$ cat config.mk
export PLATFORM = sky130hd
export DESIGN_NAME = multicycle_control
export DESIGN_NICKNAME = d
export VERILOG_FILES = /design/src/rtl/mips_pkg.sv /design/src/rtl/mc_outdec.sv /design/src/rtl/multicycle_control.sv
export SDC_FILE = /design/constraint.sdc
export NUM_CORES = 1
export LEC_CHECK = 0
export ABC_AREA = 1
export CAP_MARGIN = 30
export CORE_ASPECT_RATIO = 0.9
export CORE_MARGIN = 5
export CORE_UTILIZATION = 35
export DETAILED_ROUTE_END_ITERATION = 8
export HOLD_SLACK_MARGIN = 0.06
export PLACE_DENSITY = 0.65
export SLEW_MARGIN = 20
export SYNTH_ARGS = -nofsm -noshare
export SYNTH_HDL_FRONTEND = slang
export SYNTH_HIERARCHICAL = 1
export SYNTH_SLANG_ARGS = --single-unit
$ cat constraint.sdc
create_clock -name clk -period 1.8 [get_ports clk]
set_clock_uncertainty 0.1 [all_clocks]
set_input_delay 0.45 -clock clk [delete_from_list [all_inputs] [get_ports clk]]
set_output_delay 0.45 -clock clk [all_outputs]
set_load 0.02 [all_outputs]
$ cat src/rtl/mips_pkg.sv
// Shared encodings for the multicycle MIPS control path: FSM states, opcodes,
// datapath mux selects and the bundled control-word type.
package mips_pkg;

   typedef enum logic [3:0] {
      ST_FETCH  = 4'd0,
      ST_DECODE = 4'd1,
      ST_MEMADR = 4'd2,
      ST_MEMRD  = 4'd3,
      ST_MEMWB  = 4'd4,
      ST_MEMWR  = 4'd5,
      ST_EXEC   = 4'd6,
      ST_ALUWB  = 4'd7,
      ST_BRANCH = 4'd8,
      ST_JUMP   = 4'd9,
      ST_ADDIEX = 4'd10,
      ST_ADDIWB = 4'd11
   } state_t;

   localparam logic [5:0] OP_RTYPE = 6'b000000;
   localparam logic [5:0] OP_ADDI  = 6'b001000;
   localparam logic [5:0] OP_J     = 6'b000010;
   localparam logic [5:0] OP_BEQ   = 6'b000100;
   localparam logic [5:0] OP_LW    = 6'b100011;
   localparam logic [5:0] OP_SW    = 6'b101011;

   localparam logic [1:0] ALUB_REG     = 2'b00;
   localparam logic [1:0] ALUB_FOUR    = 2'b01;
   localparam logic [1:0] ALUB_IMM     = 2'b10;
   localparam logic [1:0] ALUB_IMM_SH2 = 2'b11;

   localparam logic [1:0] ALUOP_ADD   = 2'b00;
   localparam logic [1:0] ALUOP_SUB   = 2'b01;
   localparam logic [1:0] ALUOP_FUNCT = 2'b10;

   localparam logic [1:0] PCSRC_ALU    = 2'b00;
   localparam logic [1:0] PCSRC_ALUOUT = 2'b01;
   localparam logic [1:0] PCSRC_JUMP   = 2'b10;

   typedef struct packed {
      logic       pcwrite;
      logic       pcwritecond;
      logic       iord;
      logic       memread;
      logic       memwrite;
      logic       irwrite;
      logic       memtoreg;
      logic       regdst;
      logic       regwrite;
      logic       alusrca;
      logic [1:0] alusrcb;
      logic [1:0] aluop;
      logic [1:0] pcsource;
      logic       instr_done;
   } ctrl_t;

   function automatic logic is_legal_op(input logic [5:0] op);
      case (op)
         OP_RTYPE, OP_ADDI, OP_J, OP_BEQ, OP_LW, OP_SW: return 1'b1;
         default:                                       return 1'b0;
      endcase
   endfunction

endpackage

$ cat src/rtl/mc_outdec.sv
// Moore output decode: maps the current state (plus mem_ready for the
// memory-handshake states) to the datapath control word; all zero in reset.
module mc_outdec
   import mips_pkg::*;
(
   input  state_t state,
   input  logic   mem_ready,
   input  logic   rst,
   output ctrl_t  ctrl
);

   always_comb begin
      // NOTE: every field gets a default before the case so no path can
      // leave a control bit unassigned and infer a latch.
      ctrl = '0;
      if (!rst) begin
         case (state)
            ST_FETCH: begin
               ctrl.memread = 1'b1;
               ctrl.alusrcb = ALUB_FOUR;
               ctrl.irwrite = mem_ready;
               ctrl.pcwrite = mem_ready;
            end
            ST_DECODE: ctrl.alusrcb = ALUB_IMM_SH2;
            ST_MEMADR, ST_ADDIEX: begin
               ctrl.alusrca = 1'b1;
               ctrl.alusrcb = ALUB_IMM;
            end
            ST_MEMRD: begin
               ctrl.memread = 1'b1;
               ctrl.iord    = 1'b1;
            end
            ST_MEMWR: begin
               ctrl.memwrite   = 1'b1;
               ctrl.iord       = 1'b1;
               ctrl.instr_done = mem_ready;
            end
            ST_MEMWB: begin
               ctrl.regwrite   = 1'b1;
               ctrl.memtoreg   = 1'b1;
               ctrl.instr_done = 1'b1;
            end
            ST_EXEC: begin
               ctrl.alusrca = 1'b1;
               ctrl.aluop   = ALUOP_FUNCT;
            end
            ST_ALUWB: begin
               ctrl.regwrite   = 1'b1;
               ctrl.regdst     = 1'b1;
               ctrl.instr_done = 1'b1;
            end
            ST_ADDIWB: begin
               ctrl.regwrite   = 1'b1;
               ctrl.instr_done = 1'b1;
            end
            ST_BRANCH: begin
               ctrl.alusrca     = 1'b1;
               ctrl.aluop       = ALUOP_SUB;
               ctrl.pcwritecond = 1'b1;
               ctrl.pcsource    = PCSRC_ALUOUT;
               ctrl.instr_done  = 1'b1;
            end
            ST_JUMP: begin
               ctrl.pcwrite    = 1'b1;
               ctrl.pcsource   = PCSRC_JUMP;
               ctrl.instr_done = 1'b1;
            end
            default: ctrl = '0;
         endcase
      end
   end

endmodule

$ cat src/rtl/multicycle_control.sv
// Multicycle MIPS main control FSM: sequences fetch/decode/execute for
// R-type, addi, j, beq, lw and sw, stretching memory states on mem_ready=0.
module multicycle_control
   import mips_pkg::*;
(
   input  logic       clk,
   input  logic       rst,
   input  logic [5:0] opcode,
   input  logic       mem_ready,
   output logic       pcwrite,
   output logic       pcwritecond,
   output logic       iord,
   output logic       memread,
   output logic       memwrite,
   output logic       irwrite,
   output logic       memtoreg,
   output logic       regdst,
   output logic       regwrite,
   output logic       alusrca,
   output logic [1:0] alusrcb,
   output logic [1:0] aluop,
   output logic [1:0] pcsource,
   output logic       illegal,
   output logic       instr_done,
   output logic [3:0] state
);

   state_t     state_q;
   state_t     next_state;
   logic [5:0] op_q;
   ctrl_t      ctrl;

   always_ff @(posedge clk or posedge rst) begin
      // NOTE: state registers use non-blocking assignments so every flop
      // samples pre-edge values regardless of statement order.
      if (rst) begin
         state_q <= ST_FETCH;
         op_q    <= '0;
      end else begin
         state_q <= next_state;
         if (state_q == ST_DECODE) op_q <= opcode;
      end
   end

   // DECODE dispatches on the live opcode (the latch loads on this same edge);
   // later states see only op_q, so the IR may change freely afterwards.
   always_comb begin
      next_state = ST_FETCH;
      case (state_q)
         ST_FETCH:  next_state = mem_ready ? ST_DECODE : ST_FETCH;
         ST_DECODE: begin
            case (opcode)
               OP_LW, OP_SW: next_state = ST_MEMADR;
               OP_RTYPE:     next_state = ST_EXEC;
               OP_ADDI:      next_state = ST_ADDIEX;
               OP_BEQ:       next_state = ST_BRANCH;
               OP_J:         next_state = ST_JUMP;
               default:      next_state = ST_FETCH;
            endcase
         end
         ST_MEMADR: next_state = (op_q == OP_SW) ? ST_MEMWR : ST_MEMRD;
         ST_MEMRD:  next_state = mem_ready ? ST_MEMWB : ST_MEMRD;
         ST_MEMWR:  next_state = mem_ready ? ST_FETCH : ST_MEMWR;
         ST_EXEC:   next_state = ST_ALUWB;
         ST_ADDIEX: next_state = ST_ADDIWB;
         default:   next_state = ST_FETCH;
      endcase
   end

   mc_outdec u_outdec (
      .state     (state_q),
      .mem_ready (mem_ready),
      .rst       (rst),
      .ctrl      (ctrl)
   );

   assign pcwrite     = ctrl.pcwrite;
   assign pcwritecond = ctrl.pcwritecond;
   assign iord        = ctrl.iord;
   assign memread     = ctrl.memread;
   assign memwrite    = ctrl.memwrite;
   assign irwrite     = ctrl.irwrite;
   assign memtoreg    = ctrl.memtoreg;
   assign regdst      = ctrl.regdst;
   assign regwrite    = ctrl.regwrite;
   assign alusrca     = ctrl.alusrca;
   assign alusrcb     = ctrl.alusrcb;
   assign aluop       = ctrl.aluop;
   assign pcsource    = ctrl.pcsource;
   assign instr_done  = ctrl.instr_done;
   assign illegal     = !rst && (state_q == ST_DECODE) && !is_legal_op(opcode);
   assign state       = state_q;

endmodule

-- Yosys cells after proc, flatten, opt, wreduce, memory -nomap -nowiden
Cells that the tools add are included.
- register bits: 10
- bits of input ports: 9
- output and inout port bits: 22
- equality and inequality tests: 17
- mux-type cells: 22
- reduce and logical (&&, ||, !) cells: 14
- operator list (kind ; count):
    one-hot mux 4 bit (7 select lines) ; 1
    one-hot mux 4 bit (5 select lines) ; 1
    equality test 6 bit, second input constant ; 3
    2-to-1 mux 17 bit ; 1
    equality test 4 x 3 -> 1 bit, second input constant ; 4
    equality test 4 bit, second input constant ; 4
    2-to-1 mux 1 bit ; 11
    2-to-1 mux 3 bit ; 3
    equality test 4 x 2 -> 1 bit, second input constant ; 2
    one-hot mux 2 bit (2 select lines) ; 2
    OR reduction 2 bit ; 4
    equality test 6 x 2 -> 1 bit, second input constant ; 1
    equality test 6 x 3 -> 1 bit, second input constant ; 1
    equality test 6 x 4 -> 1 bit, second input constant ; 1
    zero test 6 bit ; 1
    one-hot mux 2 bit (3 select lines) ; 1
    OR reduction 6 bit ; 1
    OR reduction 5 bit ; 1
    equality test 4 x 1 -> 1 bit, second input constant ; 1
    zero test 4 bit ; 1
    one-hot mux 1 bit (2 select lines) ; 2
    OR reduction 4 bit ; 1
    OR reduction 3 bit ; 1
    logical AND 1 bit ; 2
    zero test 1 bit ; 2

-- Longest topological paths before layout
Gate-level depths: netlist (run 1).
- depth after elaboration: 5
- mapped depth: 7

-- By module
Netlist (run 1), hierarchy kept.
- modules (own cells, without submodules) (module ; times used ; cells each ; area an instance (um2) ; sequential area each (um2)):
    multicycle_control ; 1 ; 94 ; 634.4 ; 250.2
    mc_outdec ; 1 ; 48 ; 222.7 ; 0.0

-- Least setup slack after synthesis (run 1)
OpenSTA, ideal clock, no wires.
- path kind: register to output
- from: register state_q[0] (netlist: state[0])
- to: output port illegal
- data arrival time: 1.391 ns
- required time: 1.250 ns
- path slack: -0.141 ns
- stages on the path, launching flop included: 8
- cells stage by stage: dfrtp_1 inv_1 nor2_4 nand2_4 buf_6 nor2_4 nand3_2 nor2_1
- cells in the longest elaborated chain, start to end: 3
- ends and longest elaborated chain (item ; RTL line ; RTL):
    from (decl) ; multicycle_control.sv:28 ; state_t state_q;
    from (signal assigned) ; multicycle_control.sv:40 ; state_q <= next_state;
    equality test 4 x 1 -> 1 bit ; multicycle_control.sv:91 ; assign illegal = !rst && (state_q == ST_DECODE) && !is_legal_op(opcode);
    logical AND 1 bit (2 in a row) ; multicycle_control.sv:91 ;
    to (decl) ; multicycle_control.sv:23 ; output logic illegal,
No other way between the ends.

-- Final worst setup path (run 1)
- from: register state_q[3] (netlist: state[3])
- to: output port instr_done
- cells in the longest elaborated chain, start to end: 4
- elaborated cells on any way between the ends: 9
- classes of those cells: 6 x eq/ne; 2 x mux; 1 x reduce/logical
- ends and longest elaborated chain (item ; RTL line ; RTL):
    equality test 4 x 3 -> 1 bit or equality test 4 bit (tied branches) ; mc_outdec.sv:17 ; case (state)
    OR reduction 5 bit (no line) ; - ;
    one-hot mux 1 bit (2 select lines) * ; mc_outdec.sv:17 ;
    2-to-1 mux 17 bit * ; mc_outdec.sv:16 ; if (!rst) begin
    to (decl) ; multicycle_control.sv:24 ; output logic instr_done,
Mark *: on every way between the ends. The rest lies on a longest branch, timed or not.

==> results of run 1 <==
[Yosys cell counts, drive strengths merged]
| library cell | n |
|---|---|
| nand2 | 40 |
| nor2 | 33 |
| inv | 26 |
| nand3 | 17 |
| dfrtp | 10 |
| o21ai | 5 |
| a21oi | 3 |
| buf | 3 |
| nand4 | 3 |
| o211ai | 2 |
[sequential cells by signal (all words and copies together), names as in the netlist]
name,flops
state,4
op_q,6
[area by class of cell]
type | instances | share of cell area [%]
multi-input combinational | 103 | 39.0
timing repair buffer | 53 | 31.1
sequential | 10 | 17.8
inverter | 26 | 7.15
clock buffer | 4 | 2.53
tap | 28 | 2.44
[final timing paths]
kind / startpoint / to / depth (start not counted)
worst min-delay path: rst / op_q[2] / 3
worst max register to register: state[2] / state[1] / 7
max in group asynchronous: rst / state[3] / 3
min in group clk: op_q[0] / op_q[0] / 2
worst min register to register: op_q[0] / op_q[0] / 2
worst max-delay path: state[3] / instr_done / 6
[critical path: cells and delay by family (launching register included)]
kind          cells  cell delay [ns]
buf+inv           2             0.15
simple gates      4             0.48
flops             1             0.49
[power by group]
part           internal, W  switching (W)  total (W)
Clock             0.000123      0.0000817   0.000205
Combinational     0.000400       0.000542   0.000942
Sequential        0.000321      0.0000934   0.000414
Total             0.000844       0.000717    0.00156
[cell families (layout without fill, tap and decap cells)]
| kind of cell | Yosys count | after routing |
|---|---|---|
| flops | 10 | 10 |
| compound gates | 10 | 10 |
| buf+inv | 29 | 83 |
| simple gates | 93 | 93 |
[through the flow]
step                      cell area [µm²]  instances  setup TNS, ns  utilization, %
final                                1440        224          -1.01            59.7
after global routing                 1440        224          -2.29            59.7
after CTS                            1370        222         -0.928            56.9
after detailed placement             1320        217         -11.87            55.0
after global placement               1320        217         -11.56            55.0
after floorplan                       863        142       -0.00704               -
[timing repair]
action,CTS,global route
hold buffers,0,0
resized for setup,122,17
pin swaps,4,4
setup endpoints to repair,22,19
setup buffers,1,2
[routing by layer]
metal / vias to the layer above / routed length, µm / global-route usage [%]
met5: - / 0 / 0
met4: 0 / 48 / 5.57
met3: 5 / 125 / 2.36
met2: 29 / 1300 / 25.3
met1: 476 / 1090 / 18.9
li1: 548 / - / -
==> impl_metrics.toml, run 1 <==
[cts]
cts_tree = "yes"
cts_root_buf = "clkbuf_4"
path_clk_slew_ns = 0.07
cts-buffers-inserted = 3
clock_latency_ns = 0.27
cts_buffer_depth = 2
h-tree-depth = 1
cts_sinks = 10

[critical_path]
setup.worst_path.class = "flop to primary output"
cp_max_fo = 6
crit_path_frequent_cell = "nand2_2"
slowest_delay_ns = 0.49
critical_path.cell_chain = "nor2_4, nand3_1, nand2_2, inv_2, nand2_2, buf_6"
crit_slowest_cell = "dfrtp_2"
cp_data_required_time_ns = 1.25
critical_path.endpoint_type = "primary output"
rrSetupSlack_ns = 0.40
start_kind = "flop"
arrival_ns = 1.39

[route]
avgViaCountPerCell = 4.72
drt-pass1-iter-count = 4
drc = 0
final_antenna_net_count = 0
via_count = 1058
wl_per_cell_um = 11.5
drt_iter0_drc = 28
wl_um = 2570

[logic_synthesis]
synth_fa_ha_area_share_pct = 0
ys.warnings.count = 6
syn-cell-area_um2 = 857
synth_area_per_cell_um2 = 6.04
yosys.area_share.simple_pct = 49.9
synthTopCellsByArea = "dfrtp_1 (29%), nand2_1 (16%), nor2_1 (12%), inv_1 (10%), nand3_1 (9.3%)"
ys_types = 18
synth_xor_area_share_pct = 0
synth_top_area_cell = "dfrtp_1"
synth_compound_area_share_pct = 6.42
synthMuxAreaShare_pct = 0
synthCells = 142
synth_fp_nets = 151
ys_seq_area_share_pct = 29.2
yosys.area.top_type_share_pct = 29.2
synth_top_family_by_area = "simple AND/OR/NAND/NOR gates"
ys_seq_elements = 10

[timing]
fin_crit_sh_pct = 108
hold_ws_ns = 0.372
rsz0062_at_grt = "true"
final_max_slew_viol_count = 0
hold_viol = 0
setup_viol = 15
fmax_mhz = 515
worst_pin_slew_ns = 0.394
slew_headroom_pct = 73.7
setup_slack_ns = -0.142
period_needed_ns = 1.94

[floorplan]
start_util_pct = 35.7
core_um2 = 2400
die_w_um = 62.2
fp.dieH_um = 56.9
die_area_um2 = 3540
pin_count = 31
rows = 17

[final_layout]
fillers = 234
layout_commonest_cell = "nand2_1"
seq_area_um2 = 255
layout_common_cells = "nand2_1 (32), buf_4 (31), nor2_1 (21)"
area_growth_pct = 67.4
final_net_count = 206
diodes = 0
drive_above_1_share_pct = 42.3
multi_input_area_um2 = 559

[place]
dp_slack_ns = -0.818
dp_hpwl_um = 1990
port_buffers = 30
place_congestion = 0.819

[global_routing]
overflow = 0
grt_use_total_pct = 14.8
grt_pass1_wl_um = 4400
first_global_vias = 991
grt_max_degree = 13
antenna_found_initial = 0

[power]
p_leak_nw = 0.800
vdd_drop_max_uv = 704
fin_total_pwr_w = 0.00156
p_per_area_nw_per_um2 = 1090

[outcome]
status = "finished, violations left"
violations = "setup timing"

[hold_path]
hold_class = "input port to asynchronous set/reset pin"

[flow_run]
drv_cap = 0
No activity file was read; power rests on OpenSTA's default activity.
==> run 2: changes to the inputs <==
--- a/config.mk
+++ b/config.mk
@@ -5,14 +5,13 @@
 export SDC_FILE = /design/constraint.sdc
 export NUM_CORES = 1
 export LEC_CHECK = 0
-export ABC_AREA = 1
 export CAP_MARGIN = 30
 export CORE_ASPECT_RATIO = 0.9
 export CORE_MARGIN = 5
 export CORE_UTILIZATION = 35
 export DETAILED_ROUTE_END_ITERATION = 8
 export HOLD_SLACK_MARGIN = 0.06
-export PLACE_DENSITY = 0.65
+export SKIP_CTS_REPAIR_TIMING = 1
 export SLEW_MARGIN = 20
 export SYNTH_ARGS = -nofsm -noshare
 export SYNTH_HDL_FRONTEND = slang
==> impl_metrics.toml, run 2 <==
[timing]
hold_viol = 0
final_max_slew_viol_count = 0
slew_headroom_pct = 75.1
rsz0062_at_grt = "true"
fin_crit_sh_pct = 120
finalSetupTns_ns = -4.60
worst_pin_slew_ns = 0.369
period_needed_ns = 2.15
setup_viol = 19
fmax_mhz = 465
hold_ws_ns = 0.361
setup_slack_ns = -0.352

[final_layout]
area_growth_pct = 101
layout_commonest_cell = "buf_4"
final_net_count = 178
top_register = "op_q"
largest_reg_flops = 6
diodes = 0
drive_above_1_share_pct = 70.2
layout_common_cells = "buf_4 (48), buf_6 (15)"

[cts]
cts_buffer_depth = 2
h-tree-depth = 1
path_clk_slew_ns = 0.06
cts_tree = "yes"
clock_latency_ns = 0.26
cts_sinks = 10
cts-buffers-inserted = 3
cts_root_buf = "clkbuf_4"

[place]
dp_hpwl_um = 2160
place_congestion = 0.719
port_buffers = 30

[floorplan]
rows = 17
start_util_pct = 36.5
fp.dieH_um = 57.9
die_area_um2 = 3660
core_um2 = 2450
die_w_um = 63.2
pin_count = 31

[hold_path]
hold_class = "input port to asynchronous set/reset pin"

[logic_synthesis]
synth_edf_count = 0
synth_fp_nets = 106
synthArstFlopShare_pct = 100
yosysMostFrequentCell = "dfrtp_1"
ys_seq_elements = 10
synthTopCellsByArea = "dfrtp_1 (28%), mux2_2 (7.6%), nor4bb_1 (4.5%), o21ai_0 (3.4%), nor4b_1 (2.9%)"
synthFlopType = "dfrtp_1"
yosys.area.top_type_share_pct = 28.1
synth_area_per_cell_um2 = 9.20
syn-cell-area_um2 = 892
yosys-top-cells-count = "dfrtp_1 (10), mux2_2 (6), nand2_1 (6), nor2_1 (6), o21ai_0 (6)"
ys.warnings.count = 6
synth_top_area_cell = "dfrtp_1"
synthCells = 97
ys_types = 40
ys_seq_area_share_pct = 28.1

[flow_run]
drv_cap = 0

[route]
wl_per_cell_um = 14.3
final_antenna_net_count = 0
drt_iter0_drc = 82
drc = 0
wl_um = 2810
via_count = 1020
drt-pass1-iter-count = 4
avgViaCountPerCell = 5.20

[power]
p_per_area_nw_per_um2 = 1340
vdd_drop_max_uv = 1060
cellInternalPower_w = 0.00147
sw_frac_of_total_pct = 38.8
p_switching_w = 0.000934
p_seq_share_pct = 18.1
clock_power_share_pct = 8.0
p_leak_nw = 0.827
comb_power_share_pct = 73.9
fin_total_pwr_w = 0.00241

[critical_path]
setup.worst_path.class = "flop to primary output"
reg2reg_from = "state[1]"
critical_path.endpoint_type = "primary output"
cp_max_fo = 8
rrSetupSlack_ns = -0.02
r2r-end = "state[0]"
start_kind = "flop"
arrival_ns = 1.60
cp_data_required_time_ns = 1.25
reg2reg_depth = 6

[global_routing]
grt_max_degree = 13
antenna_found_initial = 0
grt_use_total_pct = 14.7
grt_pass1_wl_um = 4430
overflow = 0
first_global_vias = 974

[outcome]
violations = "setup timing"
status = "finished, violations left"
## run 2: final cells by class
type	instances	area, µm²
Multi-Input combinational cell	74	807
Fill cell	174	649
Timing Repair Buffer	75	644
Sequential cell	10	255
Clock buffer	4	36.3
Tap cell	28	35.0
Inverter	5	18.8
## run 2: worst max path at each step
stage / slack (ns) / cells after the start / start / to
2_1_floorplan: -0.17 / 5 / opcode[1] / illegal
3_3_place_gp: -1.05 / 4 / mem_ready / pcwrite
3_5_place_dp: -1.06 / 4 / mem_ready / pcwrite
4_1_cts: -1.07 / 4 / mem_ready / pcwrite
5_1_grt: -0.43 / 3 / state[0] / pcwrite
6_report: -0.35 / 3 / state[0] / pcwrite
## run 2: stage by stage
step           area (µm²)  utilization [%]  worst slack, ns  instances
4_1_cts              1600             65.4            -1.07        183
3_3_place_gp         1560             63.9            -1.05        179
6_report             1800             73.5           -0.352        196
5_1_grt              1800             73.5           -0.428        196
2_1_floorplan        1080                -           -0.169         97
3_5_place_dp         1560             63.9            -1.06        179
## run 2: power groups by stage
stage	sequential, W	clock (W)	combinational (W)
2_1_floorplan	0.000472	0	0.000868
3_3_place_gp	0.000429	0	0.00138
3_5_place_dp	0.000435	0	0.00141
4_1_cts	0.000431	0.000201	0.00141
5_1_grt	0.000453	0.000222	0.00189
6_report	0.000436	0.000193	0.00178
## run 2: cells by family after synthesis
group	count (synthesis)	synth area share, %
compound gates	20	17.0
flops	10	28.1
mux	6	7.57
fa+ha+maj	1	1.12
buf+inv	13	7.85
xor+xnor	3	2.95
simple gates	44	35.5
## run 2: routing by layer
| layer | routed length, µm | track usage [%] |
|---|---|---|
| met3 | 65 | 4.07 |
| met1 | 1260 | 18.5 |
| met5 | 0 | 0 |
| met4 | 0 | 1.78 |
| met2 | 1490 | 25.9 |
## run 2: critical path, cell delays in order, from the launching register on
cell       delay, ns
dfrtp_2         0.46
or3b_4          0.40
a2111oi_4       0.29
buf_4           0.19
==> patch (flow settings as in run 1) <==
Make the reset (`rst`) synchronous in one clocked block.
--- a/src/rtl/multicycle_control.sv
+++ b/src/rtl/multicycle_control.sv
@@ -31,5 +31,5 @@
    ctrl_t      ctrl;
 
-   always_ff @(posedge clk or posedge rst) begin
+   always_ff @(posedge clk) begin
       // NOTE: state registers use non-blocking assignments so every flop
       // samples pre-edge values regardless of statement order.
Function: differs if rst is asserted again (counterexample within 4 cycles, from zero or initial values and one cycle with rst high); with rst held inactive, the same outputs for 10 cycles.
==> patch against run 1 <==
The run still ends with negative setup slack left; synthesized area fell by 1.3%; count of clock-buffer cells in the layout fell by 1; routed wire length fell by 0.51%; sequential cell count did not move; worst setup slack improved by 91 ps; cell area fell by 0.87%; die area fell by 1.1%; register-to-register slack got worse by 20 ps; first-iteration DRC count rose by 36%; synthesized cell count rose by 5.6%; critical path type unchanged; largest cell class unchanged.
Power is not compared: it rests on default switching activity, and its combinational part moved more than twofold at a synthesized area within 25%.
==> patch: results (changes against run 1) <==
GRT
  – Vias in the first global route: 994 (+0.30%)
  – First-pass GRT wire length: 4220 um (-4.1%)
  – Largest net degree at the start of global routing: 11 (-2)

Run status
  – Failing checks: negative setup slack
  – Status: finished with violations

Worst setup path
  – Reg2reg path depth: 6 (-1)
  – Start point of the critical path: state[1]$_SDFF_PP0_
  – CP arrival: 1300 ps (-90 ps)
  – Setup crit end: pcwrite
  – Worst reg2reg endpoint: state[3]$_SDFF_PP0_
  – Reg-to-reg setup timing slack: 380 ps (-20 ps)
  – Worst r2r src: state[3]$_SDFF_PP0_

Timing
  – Setup TNS: -152 ps (+861 ps)
  – Setup violators final: 5 (-10)
  – Hold WS: 359 ps (-13.1 ps)
  – Measured slew at the worst slew-check pin: 328 ps (-65.7 ps)
  – Worst Slack Setup Final: -50.6 ps (+90.9 ps)

Detailed routing
  – Iter 0 DRT Violations: 38 (+36%)
  – Drt wl/cell: 10.9 um (-4.8%)
  – Vias per std cell: 4.63 (-1.9%)

Placed design
  – Placed Area: 0.00134 mm^2 (+1.6%)
  – Placed Instances: 228 (+5.1%)
  – Post-place setup slack: -825 ps (-7.16 ps)
  – Global placer's final weighted congestion: 0.877 (+7.0%)
  – Final HPWL DP: 2040 um (+2.6%)

Synthesis
  – Most instantiated cells after synthesis: nand2_1, nor2_1, inv_1, nand3_1, dfxtp_1
  – Share of async-settable or async-resettable flops after synthesis: 0% (-100 points)
  – Avg Inst Size Synth: 5.64 um^2 (-6.6%)
  – Primary FF master, synth: dfxtp_1
  – Seq/Total Area, Yosys: 23.7% (-5.5 points)
  – Post-Syn Nets: 159 (+5.3%)
  – Largest cells by area after synthesis: dfxtp_1, nand2_1, nor2_1

Die
  – Die W: 61.8 um (-0.55%)

Clocking
  – Worst-Skew Late Latency: 250 ps (-20 ps)
  – # Post-CTS Setup Buffers: 2 (+1)
  – Worst-path clk slew: 60 ps

Final layout
  – Nets@finish: 218 (+5.8%)
  – Layout cells sized above 1: 45.4% (+3.1 points)

Min path
  – HP Class: register to register
[patch: changes by cell type after synthesis, moves of 2 or more]
cell,delta
nand2_1,-5
dfxtp_1,+10
a21oi_1,+5
o21ai_1,+3
nand3_1,+2
inv_2,+2
nand2_2,+3
dfrtp_1,-10
[patch: worst max-delay path, cell delays in order (launching register included)]
cell and delay (ps):
dfxtp_4 380, nor2_2 200, nand4_1 180, a21oi_2 150
buf_4 140
[patch: per-layer routing]
metal	vias up	GRT usage, %	routed length, um
li1	585	-	-
met1	473	20.9	1150
met2	24	24.5	1240
met3	2	3.44	147
met4	0	1.52	19
met5	-	0	0
[patch: layout make-up]
class                   instances  area, um^2
inverters                      28         110
flip-flops and latches         10         213
clock buffers                   3        22.5
repair buffers                 57         447
well taps                      27        33.8
fillers                       208         820
multi-input cells             109         597
[patch: cells by family after synthesis]
family / after synthesis / synth area share [%]
AND/OR/NAND/NOR: 90 / 47.9
buffers and inverters: 31 / 15.5
AO/OA/AOI/OAI: 19 / 12.9
flip-flops: 10 / 23.7
